<file path="config.mk">
export PLATFORM = sky130hd
export DESIGN_NAME = clock_divider_ctrl
export DESIGN_NICKNAME = d
export VERILOG_FILES = /design/src/rtl/clock_divider_pkg.sv /design/src/rtl/divider_counter.sv /design/src/rtl/clock_divider_ctrl.sv
export SDC_FILE = /design/constraint.sdc
export NUM_CORES = 1
export LEC_CHECK = 0
export CELL_PAD_IN_SITES_DETAIL_PLACEMENT = 1
export CELL_PAD_IN_SITES_GLOBAL_PLACEMENT = 1
export CORE_ASPECT_RATIO = 1.1
export CORE_MARGIN = 1
export CORE_UTILIZATION = 39
export CTS_CLUSTER_SIZE = 20
export DETAILED_ROUTE_END_ITERATION = 8
export PLACE_DENSITY = 0.81
export SLEW_MARGIN = 10
export SYNTH_ARGS = -nofsm -noshare
export SYNTH_HDL_FRONTEND = slang
export SYNTH_SLANG_ARGS = --single-unit
</file>
<file path="constraint.sdc">
create_clock -name clk_FPGA -period 2.9 [get_ports clk_FPGA]
set_input_delay 0.29 -clock clk_FPGA [delete_from_list [all_inputs] [get_ports clk_FPGA]]
set_output_delay 0.29 -clock clk_FPGA [all_outputs]
set_load 0.05 [all_outputs]
</file>
<file path="src/rtl/clock_divider_pkg.sv">
// Shared types and constants for the programmable clock divider run controller.
package clock_divider_pkg;

    typedef enum logic [1:0] {
        IDLE  = 2'd0,
        ARMED = 2'd1,
        RUN   = 2'd2
    } div_state_t;

    localparam int MIN_DIVISOR = 2;

    function automatic int CeilLog2(input int value);
        int result;
        result = 0;
        while ((1 << result) < value) begin
            result++;
        end
        return result;
    endfunction

endpackage

</file>
<file path="src/rtl/divider_counter.sv">
// Period counter for the clock divider: counts 0..D-1 while enabled and flags the D-1 cycle as tick.
module divider_counter #(
    parameter int NBITS_DIV = 26
) (
    input  logic                 clk_FPGA,
    input  logic                 reset,
    input  logic                 i_clear,
    input  logic                 i_enable,
    input  logic [NBITS_DIV-1:0] i_divisor,
    output logic                 o_tick
);

    logic [NBITS_DIV-1:0] r_count;
    logic                 w_atEnd;

    assign w_atEnd = (r_count == (i_divisor - NBITS_DIV'(1)));
    assign o_tick  = i_enable && w_atEnd;

    always_ff @(posedge clk_FPGA) begin
        if (reset || i_clear) begin
            r_count <= '0;
        end else if (i_enable) begin
            r_count <= w_atEnd ? '0 : r_count + NBITS_DIV'(1);
        end
    end

endmodule

</file>
<file path="src/rtl/clock_divider_ctrl.sv">
// Run controller for the programmable clock divider (config handshake, start/stop/burst FSM).
// Define CLOCK_DIVIDER_CTRL_CLKOUT_EN to build the 50% clock_signal toggle flop; otherwise it is tied to 0.
module clock_divider_ctrl
    import clock_divider_pkg::*;
#(
    parameter int REFERENCE_CLOCK = 50_000_000,
    parameter int FREQUENCY       = 100,
    parameter int NBITS_DIV       = 26,
    parameter int NBITS_BURST     = 16
) (
    input  logic                   clk_FPGA,
    input  logic                   reset,
    input  logic                   cfg_valid,
    output logic                   cfg_ready,
    input  logic [NBITS_DIV-1:0]   cfg_divisor,
    input  logic [NBITS_BURST-1:0] cfg_burst,
    input  logic                   start,
    input  logic                   stop,
    output logic                   tick,
    output logic                   clock_signal,
    output logic                   busy,
    output logic                   done,
    output logic                   err
);

    localparam logic [NBITS_DIV-1:0] ResetDivisor = NBITS_DIV'(REFERENCE_CLOCK / FREQUENCY);

    div_state_t             r_state;
    logic [NBITS_DIV-1:0]   r_divisor;
    logic [NBITS_BURST-1:0] r_burst;
    logic [NBITS_BURST-1:0] r_tickCount;
    logic                   r_err;

    logic w_run;
    logic w_accept;
    logic w_cfgOk;
    logic w_tick;
    logic w_finalTick;
    logic w_leaveRun;

    assign w_run       = (r_state == RUN);
    assign cfg_ready   = !w_run;
    assign w_accept    = cfg_valid && cfg_ready;
    assign w_cfgOk     = (cfg_divisor >= NBITS_DIV'(MIN_DIVISOR));
    assign w_finalTick = w_tick && (r_burst != '0) && (r_tickCount == r_burst - NBITS_BURST'(1));
    assign w_leaveRun  = w_run && (stop || w_finalTick);

    divider_counter #(
        .NBITS_DIV(NBITS_DIV)
    ) u_counter (
        .clk_FPGA (clk_FPGA),
        .reset    (reset),
        .i_clear  (!w_run || stop),
        .i_enable (w_run),
        .i_divisor(r_divisor),
        .o_tick   (w_tick)
    );

    // A config offered together with start in ARMED wins; start must be re-presented afterwards.
    always_ff @(posedge clk_FPGA) begin
        if (reset) begin
            r_state   <= ARMED;
            r_divisor <= ResetDivisor;
            r_burst   <= '0;
            r_err     <= 1'b0;
        end else begin
            case (r_state)
                IDLE, ARMED: begin
                    if (w_accept) begin
                        if (w_cfgOk) begin
                            r_divisor <= cfg_divisor;
                            r_burst   <= cfg_burst;
                            r_err     <= 1'b0;
                            r_state   <= ARMED;
                        end else begin
                            r_err   <= 1'b1;
                            r_state <= IDLE;
                        end
                    end else if ((r_state == ARMED) && start) begin
                        r_state <= RUN;
                    end
                end
                RUN: begin
                    if (w_leaveRun) begin
                        r_state <= ARMED;
                    end
                end
                default: r_state <= ARMED;
            endcase
        end
    end

    always_ff @(posedge clk_FPGA) begin
        if (reset || !w_run || w_leaveRun) begin
            r_tickCount <= '0;
        end else if (w_tick && (r_burst != '0)) begin
            r_tickCount <= r_tickCount + NBITS_BURST'(1);
        end
    end

`ifdef CLOCK_DIVIDER_CTRL_CLKOUT_EN
    logic r_clkOut;

    // Leaving RUN for any reason parks the square wave low, even on a tick cycle.
    always_ff @(posedge clk_FPGA) begin
        if (reset) begin
            r_clkOut <= 1'b0;
        end else if (!w_run || stop || w_finalTick) begin
            r_clkOut <= 1'b0;
        end else if (w_tick) begin
            r_clkOut <= ~r_clkOut;
        end
    end

    assign clock_signal = r_clkOut;
`else
    assign clock_signal = 1'b0;
`endif

    assign tick = w_tick;
    assign busy = w_run;
    assign done = w_finalTick;
    assign err  = r_err;

endmodule

</file>
After elaboration in Yosys (flattened, before gate mapping) --
Index checks and enable logic that the tools add are counted.
Operators by class: add/subtract/negate cells 4, order comparisons 1, equal/unequal tests 6, mux-type cells 7, reductions and logical operators 18
Operator list (number):
- adder 26 x 1 -> 26 bit, second input constant | 1
- equality test 26 bit | 1
- >= comparator 26 x 2 -> 1 bit, second input constant | 1
- 2-to-1 mux 26 bit | 1
- subtractor 26 x 1 -> 26 bit, second input constant | 1
- adder 16 x 1 -> 16 bit, second input constant | 1
- equality test 16 bit | 1
- nonzero test 16 bit | 1
- subtractor 16 x 1 -> 16 bit, second input constant | 1
- logical AND 1 bit | 6
- 2-to-1 mux 2 bit | 3
- logical OR 1 bit | 5
- case mux 2 bit (2 select lines) | 1
- AND reduction 2 bit | 2
- inequality test 3 bit, second input constant | 1
- AND reduction 3 bit | 1
- equality test 2 x 1 -> 1 bit, second input constant | 1
- equality test 2 bit, second input constant | 1
- logical NOT 2 bit | 1
- 2-to-1 mux 1 bit | 2
- inequality test 2 bit, second input constant | 1
- OR reduction 2 bit | 1
- logical NOT 1 bit | 1
Word-level totals: register bits after elaboration 87, bits of input ports 47, output and inout bits 6

Longest topological paths before layout --
word-level depth 9, gate-level depth with buffers 13, mapped depth without buffers 10

Modules after synthesis --
Synthesis repeated with hierarchy kept, for this count alone.
Unflattened totals: cells, all modules 655, area total of the unflattened synthesis 5351.4 um^2
By module, submodules not included:
- clock_divider_ctrl | instances 1, cells each 391, area an instance 3090.5 um^2, sequential area each 1221.2 um^2
- divider_counter | instances 1, cells each 264, area an instance 2260.9 um^2, sequential area each 520.5 um^2

Worst setup path before layout --
Ideal clock, no wire load.
path kind register to output, start point reg r_divisor[0], end point out tick, data arrival time 3.391 ns, path slack -0.781 ns, stages on the path, launching flop included 10, buffers on the path 1, cell sequence dfxtp_1 inv_1 ha_1 buf_2 or4b_4 or4_4 a22oi_2 nor4b_4 nand3_1 nor3_1
Between the ends: cells in the longest elaborated chain, start to end 3
Ends and longest elaborated chain:
- start: declaration | RTL line clock_divider_ctrl.sv:29 | logic [NBITS_DIV-1:0] r_divisor;
- start signal: assignment | RTL line clock_divider_ctrl.sv:63 | r_divisor <= ResetDivisor;
- start signal: assignment | RTL line clock_divider_ctrl.sv:71 | r_divisor <= cfg_divisor;
- subtractor 26 x 1 -> 26 bit | RTL line divider_counter.sv:16 | assign w_atEnd = (r_count == (i_divisor - NBITS_DIV'(1)));
- equality test 26 bit | RTL line divider_counter.sv:16
- logical AND 1 bit | RTL line divider_counter.sv:17 | assign o_tick = i_enable && w_atEnd;
- end: declaration | RTL line clock_divider_ctrl.sv:19 | output logic tick,
No other way between the ends.

Worst setup path in the final report --
start point reg r_divisor[0], end point out done
Between the ends: cells in the longest elaborated chain, start to end 5
Ends and longest elaborated chain:
- subtractor 26 x 1 -> 26 bit | RTL line divider_counter.sv:16
- equality test 26 bit | RTL line divider_counter.sv:16
- logical AND 1 bit | RTL line divider_counter.sv:17
- logical AND 1 bit (2 in a row) | RTL line clock_divider_ctrl.sv:45 | assign w_finalTick = w_tick && (r_burst != '0) && (r_tickCount == r_burst - NBITS_BURST'(1));
- end: declaration | RTL line clock_divider_ctrl.sv:22 | output logic done,
No other way between the ends.

==> results.cfg <==
[setup_path]
r2r-start = r_divisor[0]
crit_path_start_kind = register
rr_endpoint = r_tickCount[7]
critical_path_class = register to output port
required_ns = 2.61
cp_data_arrival_time_ns = 3.06
r2r_cells = 12
critical_path.startpoint = r_divisor[0]
cp_max_fo = 5
rrSetupSlack_ns = -0.43
cp-end-kind = output port

[global_routing]
grt_max_degree = 46
grt_util_all_layers = 0.270
grt_antenna_before_repair = 0
grt_pass1_vias = 5797
overflow = 0
grt_pass1_wl_um = 28800

[synthesis]
yosysWarnings = 0
synth_nets = 723
syn_area_um2 = 5230
ys_seq_area_frac = 0.333
synth_cells = 672
ys.flop_type = dfxtp_1
synth_seq_cells = 87
async_flop_share = 0
postSynthAreaPerCell_um2 = 7.79
synth_edf_count = 0
synth.distinct_cells = 69

[die]
fp-row-count = 44
die_area_um2 = 13900
io_pins = 53
start_util = 0.398
core_um2 = 13200
die_h_um = 123
fp.dieW_um = 112

[routing]
drc_errors = 0
num_vias = 5466
wl_per_cell_um = 19.6
top_layer = met4
ant_nets = 0
dr_wl_met3_um = 721
drt_pre_antenna_iters = 4
met1_length_um = 7490
first_iter_violations = 241
routed_via_density = 5.74
wl_um = 18700
dr_wl_met2_um = 9760

[sta]
max_slew_margin = 0.217
fin_ws_ns = -0.448
tightest_slew_ns = 1.17
period_minus_slack_ns = 3.35
rsz0062_at_grt = yes
fin_crit_sh = 1.15
fin_setup_tns_ns = -5.71
hold_viol = 0
max_freq_ghz = 0.299
slew_violations = 0
finClkSkew_ns = 0.00526
setup_violations = 35

[cells_and_area]
drive_above_1_share = 0.192
n_antenna_cell = 0
syn2layout_area_growth_pct = 33.1
postLayoutCellArea_um2 = 6960
fillers = 1590
fin_cells = 952
final_core_util = 0.529
nets = 837

[placement]
place_hpwl_um = 13200
dp.cells = 919
port_buffers = 51
gp_congestion = 0.875
placed_area_um2 = 6390

[run_status]
status = finished with violations
violations = negative setup slack

[power]
power_density_nw_per_um2 = 424
switching_share = 0.279
power.leakage_nw = 2.65
seq_power_share = 0.431
internal-power_w = 0.00213
power_switching_w = 0.000825
combPwrFrac = 0.193
peakVddDrop_uv = 320
clkPwrFrac = 0.376

[clock_tree]
cts_buffers = 9
cts_tree = done
insertion_delay_ns = 0.35
clock_path_buffers = 2
cts_root_buf = clkbuf_16
h-tree-depth = 3
hold_buffers = 0
clk_pin_slew_worst_paths_ns = 0.06
cts_sinks = 87

[min_path]
worstHoldStart = r_divisor[25]
holdPathEnd = r_divisor[25]
hold_path.class = register to register
worst_hold_path.num_cells = 2

[job]
cap_violations = 0
==> power by group through the flow <==
stage                     registers [W]  logic (W)  clock network (W)
after floorplan                 0.00130   0.000286                  0
after global placement          0.00129   0.000517                  0
after detailed placement        0.00130   0.000536                  0
after CTS                       0.00127   0.000550            0.00113
after global routing            0.00128   0.000617            0.00118
final                           0.00127   0.000570            0.00111
==> metal layers <==
metal  vias up  global-route usage
met3        48              0.0373
met2       126               0.514
met5         -                   0
li1       2603                   -
met4         0               0.146
met1      2689               0.291
==> cell type report <==
cell class,instances,area (um^2),share of cell area
Inverter,11,41.3,0.00593
Multi-Input combinational cell,540,3470,0.498
Clock buffer,12,256,0.0368
Sequential cell,87,1750,0.251
Clock inverter,4,20.0,0.00287
Tap cell,161,201,0.0289
Timing Repair Buffer,137,1230,0.176
==> how the worst max path moves through the flow <==
stage | to | slack, ns
4_1_cts | done | -0.38
3_5_place_dp | r_tickCount[6] | -0.21
5_1_grt | done | -0.55
3_3_place_gp | r_state[1] | -0.08
6_report | done | -0.45
2_1_floorplan | done | -0.08
==> placed cells by master, fill, tap and decap left out, drive strengths merged, types with 3 or more instances in the layout <==
cell type,count
or3,10
or2,4
and2,3
nand4,20
xnor2,31
nor2b,4
nand3b,8
nor2,65
buf,88
and3,11
nor3,16
nand2,111
ha,4
or4,12
nand2b,5
inv,11
nor3b,3
dfxtp,87
and4,8
o21ai,19
nor4,16
mux2i,9
clkinv,4
xor2,44
a211o,3
o31ai,8
nand3,28
a21oi,60
clkdlybuf4s50,49
clkbuf,12
==> critical path, stage by stage (launching register included) <==
cell	delay (ns)
dfxtp_4	0.35
inv_2	0.06
ha_4	0.14
or4b_4	0.51
or4_4	0.45
a22oi_2	0.20
nor4b_4	0.35
nand4_2	0.19
buf_12	0.19
nor2_4	0.12
buf_12	0.15
==> registers in the layout (all words and copies together), names as in the netlist <==
| signal | cells |
|---|---|
| r_divisor | 26 |
| err | 1 |
| r_tickCount | 16 |
| r_state | 2 |
| u_counter.r_count | 26 |
| r_burst | 16 |
==> synthesized netlist by cell type (2+ instances only) <==
cell	instances	area share
and2_1	2	0.0024
nor2b_1	4	0.0048
mux2i_1	9	0.017
nor4_1	14	0.017
buf_2	5	0.0048
buf_6	3	0.0065
nand3b_1	8	0.011
and3_1	11	0.013
clkbuf_1	24	0.017
xnor2_1	31	0.052
or2_2	4	0.0048
o21a_1	2	0.0029
or3_1	10	0.012
a31oi_1	2	0.0024
o31ai_1	8	0.011
a21o_1	2	0.0029
nor2_1	65	0.047
a311o_1	2	0.0038
nand4_1	19	0.023
dfxtp_1	87	0.33
nor3b_1	2	0.0029
nand2_1	111	0.080
a211oi_1	2	0.0029
xor2_1	44	0.074
nor3_1	15	0.014
a211o_1	3	0.0050
nor4_4	2	0.0081
mux2_2	2	0.0043
inv_1	11	0.0079
and4_1	8	0.013
o31a_1	2	0.0033
ha_1	4	0.0096
o21ai_0	17	0.016
nand3_1	28	0.027
nand2b_1	5	0.0060
a21oi_1	60	0.057
or4_1	11	0.016
nor4bb_1	2	0.0038
==> kinds of logic (layout without fill, tap and decap cells) <==
kind of cell | Yosys count | after routing | synth area share
AND/OR/NAND/NOR | 333 | 333 | 0.332
AO/OA/AOI/OAI | 115 | 115 | 0.135
flip-flops | 87 | 87 | 0.333
XOR/XNOR | 76 | 76 | 0.130
buffers and inverters | 45 | 164 | 0.0385
multiplexers | 11 | 11 | 0.0215
adder cells (fa/ha/maj) | 4 | 4 | 0.00957
other | 1 | 1 | 0.000717
==> metrics by stage <==
stage | setup slack (ns) | total power (W) | hold WS, ns
2_1_floorplan | -0.0849 | 0.00158 | 0.390
3_3_place_gp | -0.0798 | 0.00181 | 0.451
3_5_place_dp | -0.210 | 0.00183 | 0.476
4_1_cts | -0.382 | 0.00295 | 0.480
5_1_grt | -0.548 | 0.00307 | 0.511
6_report | -0.448 | 0.00295 | 0.482
==> timing repair <==
item / 4_1_cts / 5_1_grt
setup buffers: 14 / 4
gates resized for setup: 12 / 22
setup endpoints to repair: 45 / 46
pin swaps: 24 / 14
(Power assumes the default switching activity.)
